File: config.mk
export PLATFORM = sky130hd
export DESIGN_NAME = bin2bcd_seq_flat
export DESIGN_NICKNAME = d
export VERILOG_FILES = /design/src/rtl/bin2bcd_if.sv /design/src/rtl/bin2bcd_seq.sv /design/src/flat_wrapper.sv
export SDC_FILE = /design/constraint.sdc
export NUM_CORES = 1
export LEC_CHECK = 0
export CAP_MARGIN = 20
export CELL_PAD_IN_SITES_DETAIL_PLACEMENT = 2
export CELL_PAD_IN_SITES_GLOBAL_PLACEMENT = 2
export CORE_ASPECT_RATIO = 0.6
export CORE_UTILIZATION = 33
export DETAILED_ROUTE_END_ITERATION = 16
export GPL_TIMING_DRIVEN = 0
export PLACE_DENSITY = 0.75
export SETUP_SLACK_MARGIN = 0.2
export SLEW_MARGIN = 25
export SYNTH_ARGS = -nofsm -noshare
export SYNTH_HDL_FRONTEND = slang
export SYNTH_SLANG_ARGS = --single-unit
File: constraint.sdc
create_clock -name clk -period 1.95 [get_ports clk]
set_input_delay 0.2925 -clock clk [delete_from_list [all_inputs] [get_ports clk]]
set_output_delay 0.2925 -clock clk [all_outputs]
set_load 0.02 [all_outputs]
File: src/rtl/bin2bcd_if.sv
// Start/busy/done handshake and result bus for the sequential binary-to-BCD converter.
// The neg signal exists only when BIN2BCD_SIGNED_EN is defined.
interface bin2bcd_if #(
  parameter int BIN_W  = 8,
  parameter int DIGITS = 3
);
  logic                  start;
  logic [BIN_W-1:0]      bin;
  logic                  busy;
  logic                  done;
  logic [4*DIGITS-1:0]   bcd;
  logic                  ovf;
`ifdef BIN2BCD_SIGNED_EN
  logic                  neg;

  modport master (output start, bin, input busy, done, bcd, ovf, neg);
  modport slave  (input start, bin, output busy, done, bcd, ovf, neg);
`else
  modport master (output start, bin, input busy, done, bcd, ovf);
  modport slave  (input start, bin, output busy, done, bcd, ovf);
`endif
endinterface

File: src/rtl/bin2bcd_seq.sv
// Sequential double-dabble binary-to-BCD converter, one operand bit per clock.
// Optional feature macro: BIN2BCD_SIGNED_EN (two's-complement operand, neg output).
module bin2bcd_seq #(
  parameter int BIN_W  = 8,
  parameter int DIGITS = 3
) (
  input  logic      clk,
  input  logic      reset,
  bin2bcd_if.slave  bus
);
  localparam int CNT_W = $clog2(BIN_W + 1);
  localparam int BCD_W = 4 * DIGITS;

  typedef enum logic {IDLE, SHIFT} state_t;

  state_t             state_q, state_d;
  logic [BIN_W-1:0]   shreg_q, shreg_d;
  logic [BCD_W-1:0]   dig_q, dig_d;
  logic [CNT_W-1:0]   cnt_q, cnt_d;
  logic               ovf_acc_q, ovf_acc_d;
  logic [BCD_W-1:0]   bcd_q, bcd_d;
  logic               ovf_q, ovf_d;
  logic               done_q, done_d;
  logic               busy_q, busy_d;
  logic [BCD_W-1:0]   corr;
  logic [BIN_W-1:0]   mag;
  logic               carry;
`ifdef BIN2BCD_SIGNED_EN
  logic               neg_q, neg_d;
  logic               neg_pend_q, neg_pend_d;

  // Magnitude stays BIN_W bits wide so -2**(BIN_W-1) maps to 2**(BIN_W-1).
  assign mag = bus.bin[BIN_W-1] ? (~bus.bin + 1'b1) : bus.bin;
`else
  assign mag = bus.bin;
`endif

  always_comb begin
    corr = '0;
    for (int k = 0; k < DIGITS; k++) begin
      corr[4*k +: 4] = (dig_q[4*k +: 4] >= 4'd5) ? dig_q[4*k +: 4] + 4'd3 : dig_q[4*k +: 4];
    end
  end

  assign carry = corr[BCD_W-1];

  always_comb begin
    state_d   = state_q;
    shreg_d   = shreg_q;
    dig_d     = dig_q;
    cnt_d     = cnt_q;
    ovf_acc_d = ovf_acc_q;
    bcd_d     = bcd_q;
    ovf_d     = ovf_q;
    done_d    = 1'b0;
`ifdef BIN2BCD_SIGNED_EN
    neg_d      = neg_q;
    neg_pend_d = neg_pend_q;
`endif
    case (state_q)
      IDLE: begin
        if (bus.start) begin
          shreg_d   = mag;
          dig_d     = '0;
          cnt_d     = CNT_W'(BIN_W);
          ovf_acc_d = 1'b0;
          state_d   = SHIFT;
`ifdef BIN2BCD_SIGNED_EN
          neg_pend_d = bus.bin[BIN_W-1];
`endif
        end
      end
      SHIFT: begin
        dig_d     = {corr[BCD_W-2:0], shreg_q[BIN_W-1]};
        shreg_d   = {shreg_q[BIN_W-2:0], 1'b0};
        ovf_acc_d = ovf_acc_q | carry;
        cnt_d     = cnt_q - CNT_W'(1);
        if (cnt_q == CNT_W'(1)) begin
          bcd_d   = {corr[BCD_W-2:0], shreg_q[BIN_W-1]};
          ovf_d   = ovf_acc_q | carry;
          done_d  = 1'b1;
          state_d = IDLE;
`ifdef BIN2BCD_SIGNED_EN
          neg_d   = neg_pend_q;
`endif
        end
      end
      default: state_d = IDLE;
    endcase
    busy_d = (state_d == SHIFT);
  end

  always_ff @(posedge clk) begin
    if (reset) begin
      state_q   <= IDLE;
      shreg_q   <= '0;
      dig_q     <= '0;
      cnt_q     <= '0;
      ovf_acc_q <= 1'b0;
      bcd_q     <= '0;
      ovf_q     <= 1'b0;
      done_q    <= 1'b0;
      busy_q    <= 1'b0;
`ifdef BIN2BCD_SIGNED_EN
      neg_q      <= 1'b0;
      neg_pend_q <= 1'b0;
`endif
    end else begin
      state_q   <= state_d;
      shreg_q   <= shreg_d;
      dig_q     <= dig_d;
      cnt_q     <= cnt_d;
      ovf_acc_q <= ovf_acc_d;
      bcd_q     <= bcd_d;
      ovf_q     <= ovf_d;
      done_q    <= done_d;
      busy_q    <= busy_d;
`ifdef BIN2BCD_SIGNED_EN
      neg_q      <= neg_d;
      neg_pend_q <= neg_pend_d;
`endif
    end
  end

  assign bus.busy = busy_q;
  assign bus.done = done_q;
  assign bus.bcd  = bcd_q;
  assign bus.ovf  = ovf_q;
`ifdef BIN2BCD_SIGNED_EN
  assign bus.neg  = neg_q;
`endif
endmodule

File: src/flat_wrapper.sv
// flat-port wrapper written by rule: the top's interface ports become plain ports
module bin2bcd_seq_flat 
#(
  parameter int BIN_W  = 8,
  parameter int DIGITS = 3
)
  (clk, reset, bus_start, bus_bin, bus_busy, bus_done, bus_bcd, bus_ovf);
  bin2bcd_if #(.BIN_W(BIN_W), .DIGITS(DIGITS)) bus_i ();
  input  logic clk;
  input  logic reset;
  input wire logic [$bits(bus_i.start)-1:0] bus_start;
  input wire logic [$bits(bus_i.bin)-1:0] bus_bin;
  output wire logic [$bits(bus_i.busy)-1:0] bus_busy;
  output wire logic [$bits(bus_i.done)-1:0] bus_done;
  output wire logic [$bits(bus_i.bcd)-1:0] bus_bcd;
  output wire logic [$bits(bus_i.ovf)-1:0] bus_ovf;
  assign bus_i.start = bus_start;
  assign bus_i.bin = bus_bin;
  assign bus_busy = bus_i.busy;
  assign bus_done = bus_i.done;
  assign bus_bcd = bus_i.bcd;
  assign bus_ovf = bus_i.ovf;
  bin2bcd_seq #(.BIN_W(BIN_W), .DIGITS(DIGITS)) u_core (.clk(clk), .reset(reset), .bus(bus_i));
endmodule
==> results.json <==
{
  "ys_top_cells_by_area": "dfxtp_1, ha_1, mux2i_1",
  "timing.setup.tns_ns": 0,
  "critPathSlowestCell": "dfxtp_1",
  "hpwlAfterDp_mm": 4.07,
  "holdPathEnd": "u_core.bus.bcd[3]$_SDFFE_PP0P_",
  "clock-sinks": 40,
  "syn_avg_cell_area_um2": 9.33,
  "yosysTopAreaCellShare_pct": 44.7,
  "portBuffers": 25,
  "grt_max_degree": 12,
  "path_class": "register to register",
  "grt_use_total_pct": 20.5,
  "drive_gt1_share_pct": 10.3,
  "via_per_inst": 5.29,
  "ys_seq_elements": 40,
  "fin_nets": 243,
  "rsz0062_at_grt": "false",
  "min_from": "u_core.bus.bcd[3]$_SDFFE_PP0P_",
  "synthCells": 192,
  "ys_seq_area_share_pct": 44.7,
  "vias": 1533,
  "drc_errors": 0,
  "synth_area_mm2": 0.00179,
  "ctsResizeCount": 0,
  "critPathCaptureType": "register",
  "irDropWorstVdd_uv": 361,
  "clock_path_buffers": 2,
  "fillerInstances": 571,
  "status": "complete, no violations",
  "max_stage_delay_ns": 0.46,
  "slew_headroom_pct": 53.6,
  "r2r_slack_ns": 0.36,
  "die_h_um": 59.1,
  "cts.htree.levels": 2,
  "fmax_mhz": 630,
  "wire_per_inst_um": 19.0,
  "ant_nets": 0,
  "setup_violations": 0,
  "synth_common_cells": "dfxtp_1, nor2_1, a21oi_1, inv_1, o21ai_0",
  "syn2layout_area_growth_pct": 23.1,
  "yosys_warnings": 0,
  "cp_max_fo": 5,
  "power_density_mw_per_mm2": 706,
  "clock_skew_ns": 0.00680,
  "firstDrtPassIters": 4,
  "synth_edf_count": 0,
  "row_count": 20,
  "root_buffer": "clkbuf_8",
  "startpoint_type": "register",
  "initial_core_util_pct": 34.9,
  "async_flop_share_pct": 0,
  "core_mm2": 0.00513,
  "hold_ws_ns": 0.467,
  "yosysMostFrequentCell": "dfxtp_1",
  "min_period_ns": 1.59,
  "overflow": 0,
  "num_antenna_cells": 0,
  "ios": 26,
  "fin_crit_sh_pct": 81.4,
  "holdPathStages": 1,
  "worst-endpoint-arrival_ns": 1.82,
  "cts_made_buffers": 5,
  "ff2ff_path_depth": 6,
  "clkLatencyLatePin_ns": 0.30,
  "die_w_um": 97.1,
  "dr.first_iter.drc_count": 41,
  "tightest_slew_ns": 0.693,
  "postCtsHoldBufs": 0,
  "hold_viol": 0,
  "antenna_found_initial": 0,
  "critPathRequiredTime_ns": 2.18,
  "post-cts-setup-buffers": 0,
  "worstReg2RegEnd": "u_core.bus.bcd[6]$_SDFFE_PP0P_",
  "worstHoldPathType": "register to register",
  "grt_pass1_wl_mm": 8.89,
  "gp_congestion": 0.806,
  "synth_top_cell_by_area": "dfxtp_1",
  "grt_pass1_vias": 1682,
  "syn_nets": 211,
  "finalWirelength_mm": 5.52,
  "synth_cell_types": 31,
  "ys.flop_type": "dfxtp_1",
  "r2r_start": "u_core.dig_q[4]$_SDFFE_PP0P_",
  "p_leak_nw": 0.820,
  "clkSlewWorstSetupHoldPaths_ns": 0.08,
  "maxCapViolCount": 0,
  "die_area_mm2": 0.00574,
  "final_max_slew_viol_count": 0,
  "crit_chain": "inv_1 -> ha_1 -> nand2b_1 -> a21o_1 -> mux2_4 -> o2bb2ai_2",
  "cts_tree": "yes"
}
-- registers in the layout, summed over array words and instances, names as in the netlist --
signal            cells
u_core.bus.bcd       12
u_core.bus.busy       1
u_core.bus.done       1
u_core.bus.ovf        1
u_core.cnt_q          4
u_core.dig_q         12
u_core.ovf_acc_q      1
u_core.shreg_q        8
-- cell families after synthesis --
kind of cell / count (synthesis) / share of synthesized area (%)
xor+xnor: 3 / 1.47
compound gates: 55 / 21.0
fa+ha+maj: 8 / 5.59
simple gates: 54 / 15.1
buf+inv: 20 / 4.96
flops: 40 / 44.7
mux: 12 / 7.26
-- metal layers --
| metal | share of wire, % | vias to the layer above | global-route usage, % |
|---|---|---|---|
| met4 | 0.98 | 0 | 5.54 |
| li1 | - | 744 | - |
| met2 | 45 | 16 | 33.7 |
| met1 | 51 | 766 | 27.6 |
| met3 | 2.5 | 7 | 4.60 |
| met5 | 0 | - | 0 |
-- cell usage in the layout, fill, tap and decap left out, drive strengths merged, types with 2 or more instances in the layout --
| cell | count |
|---|---|
| nand3 | 9 |
| nand2b | 5 |
| nor3 | 8 |
| inv | 11 |
| clkdlybuf4s50 | 25 |
| a21o | 3 |
| a21oi | 18 |
| ha | 8 |
| nor2 | 24 |
| a32o | 2 |
| nor3b | 6 |
| clkbuf | 9 |
| mux2 | 2 |
| a22o | 3 |
| o2bb2ai | 10 |
| o21ai | 14 |
| mux2i | 10 |
| buf | 6 |
| dfxtp | 40 |
| xnor2 | 3 |
-- power breakdown --
part | leakage [nW] | switching, mW | total, mW | internal [mW]
Clock | 0.0410 | 0.294 | 0.538 | 0.244
Combinational | 0.454 | 0.0995 | 0.165 | 0.0655
Sequential | 0.325 | 0.0179 | 0.855 | 0.837
-- worst max-delay path: cells and delay by family (launching register included) --
kind / cells / cell delay [ns]
flops: 1 / 0.46
mux: 1 / 0.33
fa+ha+maj: 1 / 0.27
compound gates: 2 / 0.27
simple gates: 1 / 0.13
buf+inv: 1 / 0.07
-- final cells by class --
class | count | area, µm² | share of cell area (%)
Clock buffer | 6 | 72.6 | 3.29
Multi-Input combinational cell | 132 | 905 | 41.0
Timing Repair Buffer | 25 | 250 | 11.3
Sequential cell | 40 | 802 | 36.4
Inverter | 11 | 41.3 | 1.87
Clock inverter | 1 | 5.00 | 0.227
Tap cell | 66 | 82.6 | 3.74
Buffer | 9 | 47.5 | 2.16
-- stage by stage --
stage	total power, mW	utilization [%]	instances	worst slack [ns]	instance area [µm²]
after floorplan	0.966	-	192	0.581	1790
after global placement	1.02	41.4	283	0.187	2120
after detailed placement	1.04	41.4	283	0.156	2120
after CTS	1.57	42.9	290	0.308	2200
after global routing	1.63	43.0	290	0.258	2210
final	1.56	43.0	290	0.362	2210
-- worst max-delay path by stage --
stage / endpoint / depth (start not counted) / from / slack [ns]
2_1_floorplan: u_core.bus.bcd[6]$_SDFFE_PP0P_ / 6 / u_core.dig_q[4]$_SDFFE_PP0P_ / 0.58
5_1_grt: u_core.dig_q[6]$_SDFFE_PP0P_ / 6 / u_core.dig_q[4]$_SDFFE_PP0P_ / 0.26
4_1_cts: u_core.bus.ovf$_SDFFE_PP0P_ / 7 / u_core.cnt_q[1]$_SDFFE_PP0P_ / 0.31
6_report: u_core.bus.bcd[6]$_SDFFE_PP0P_ / 6 / u_core.dig_q[4]$_SDFFE_PP0P_ / 0.36
3_5_place_dp: u_core.shreg_q[1]$_SDFFE_PP0P_ / 4 / reset / 0.16
3_3_place_gp: u_core.shreg_q[7]$_SDFFE_PP0P_ / 4 / reset / 0.19
Note: power is estimated with default switching activity, not from simulation.
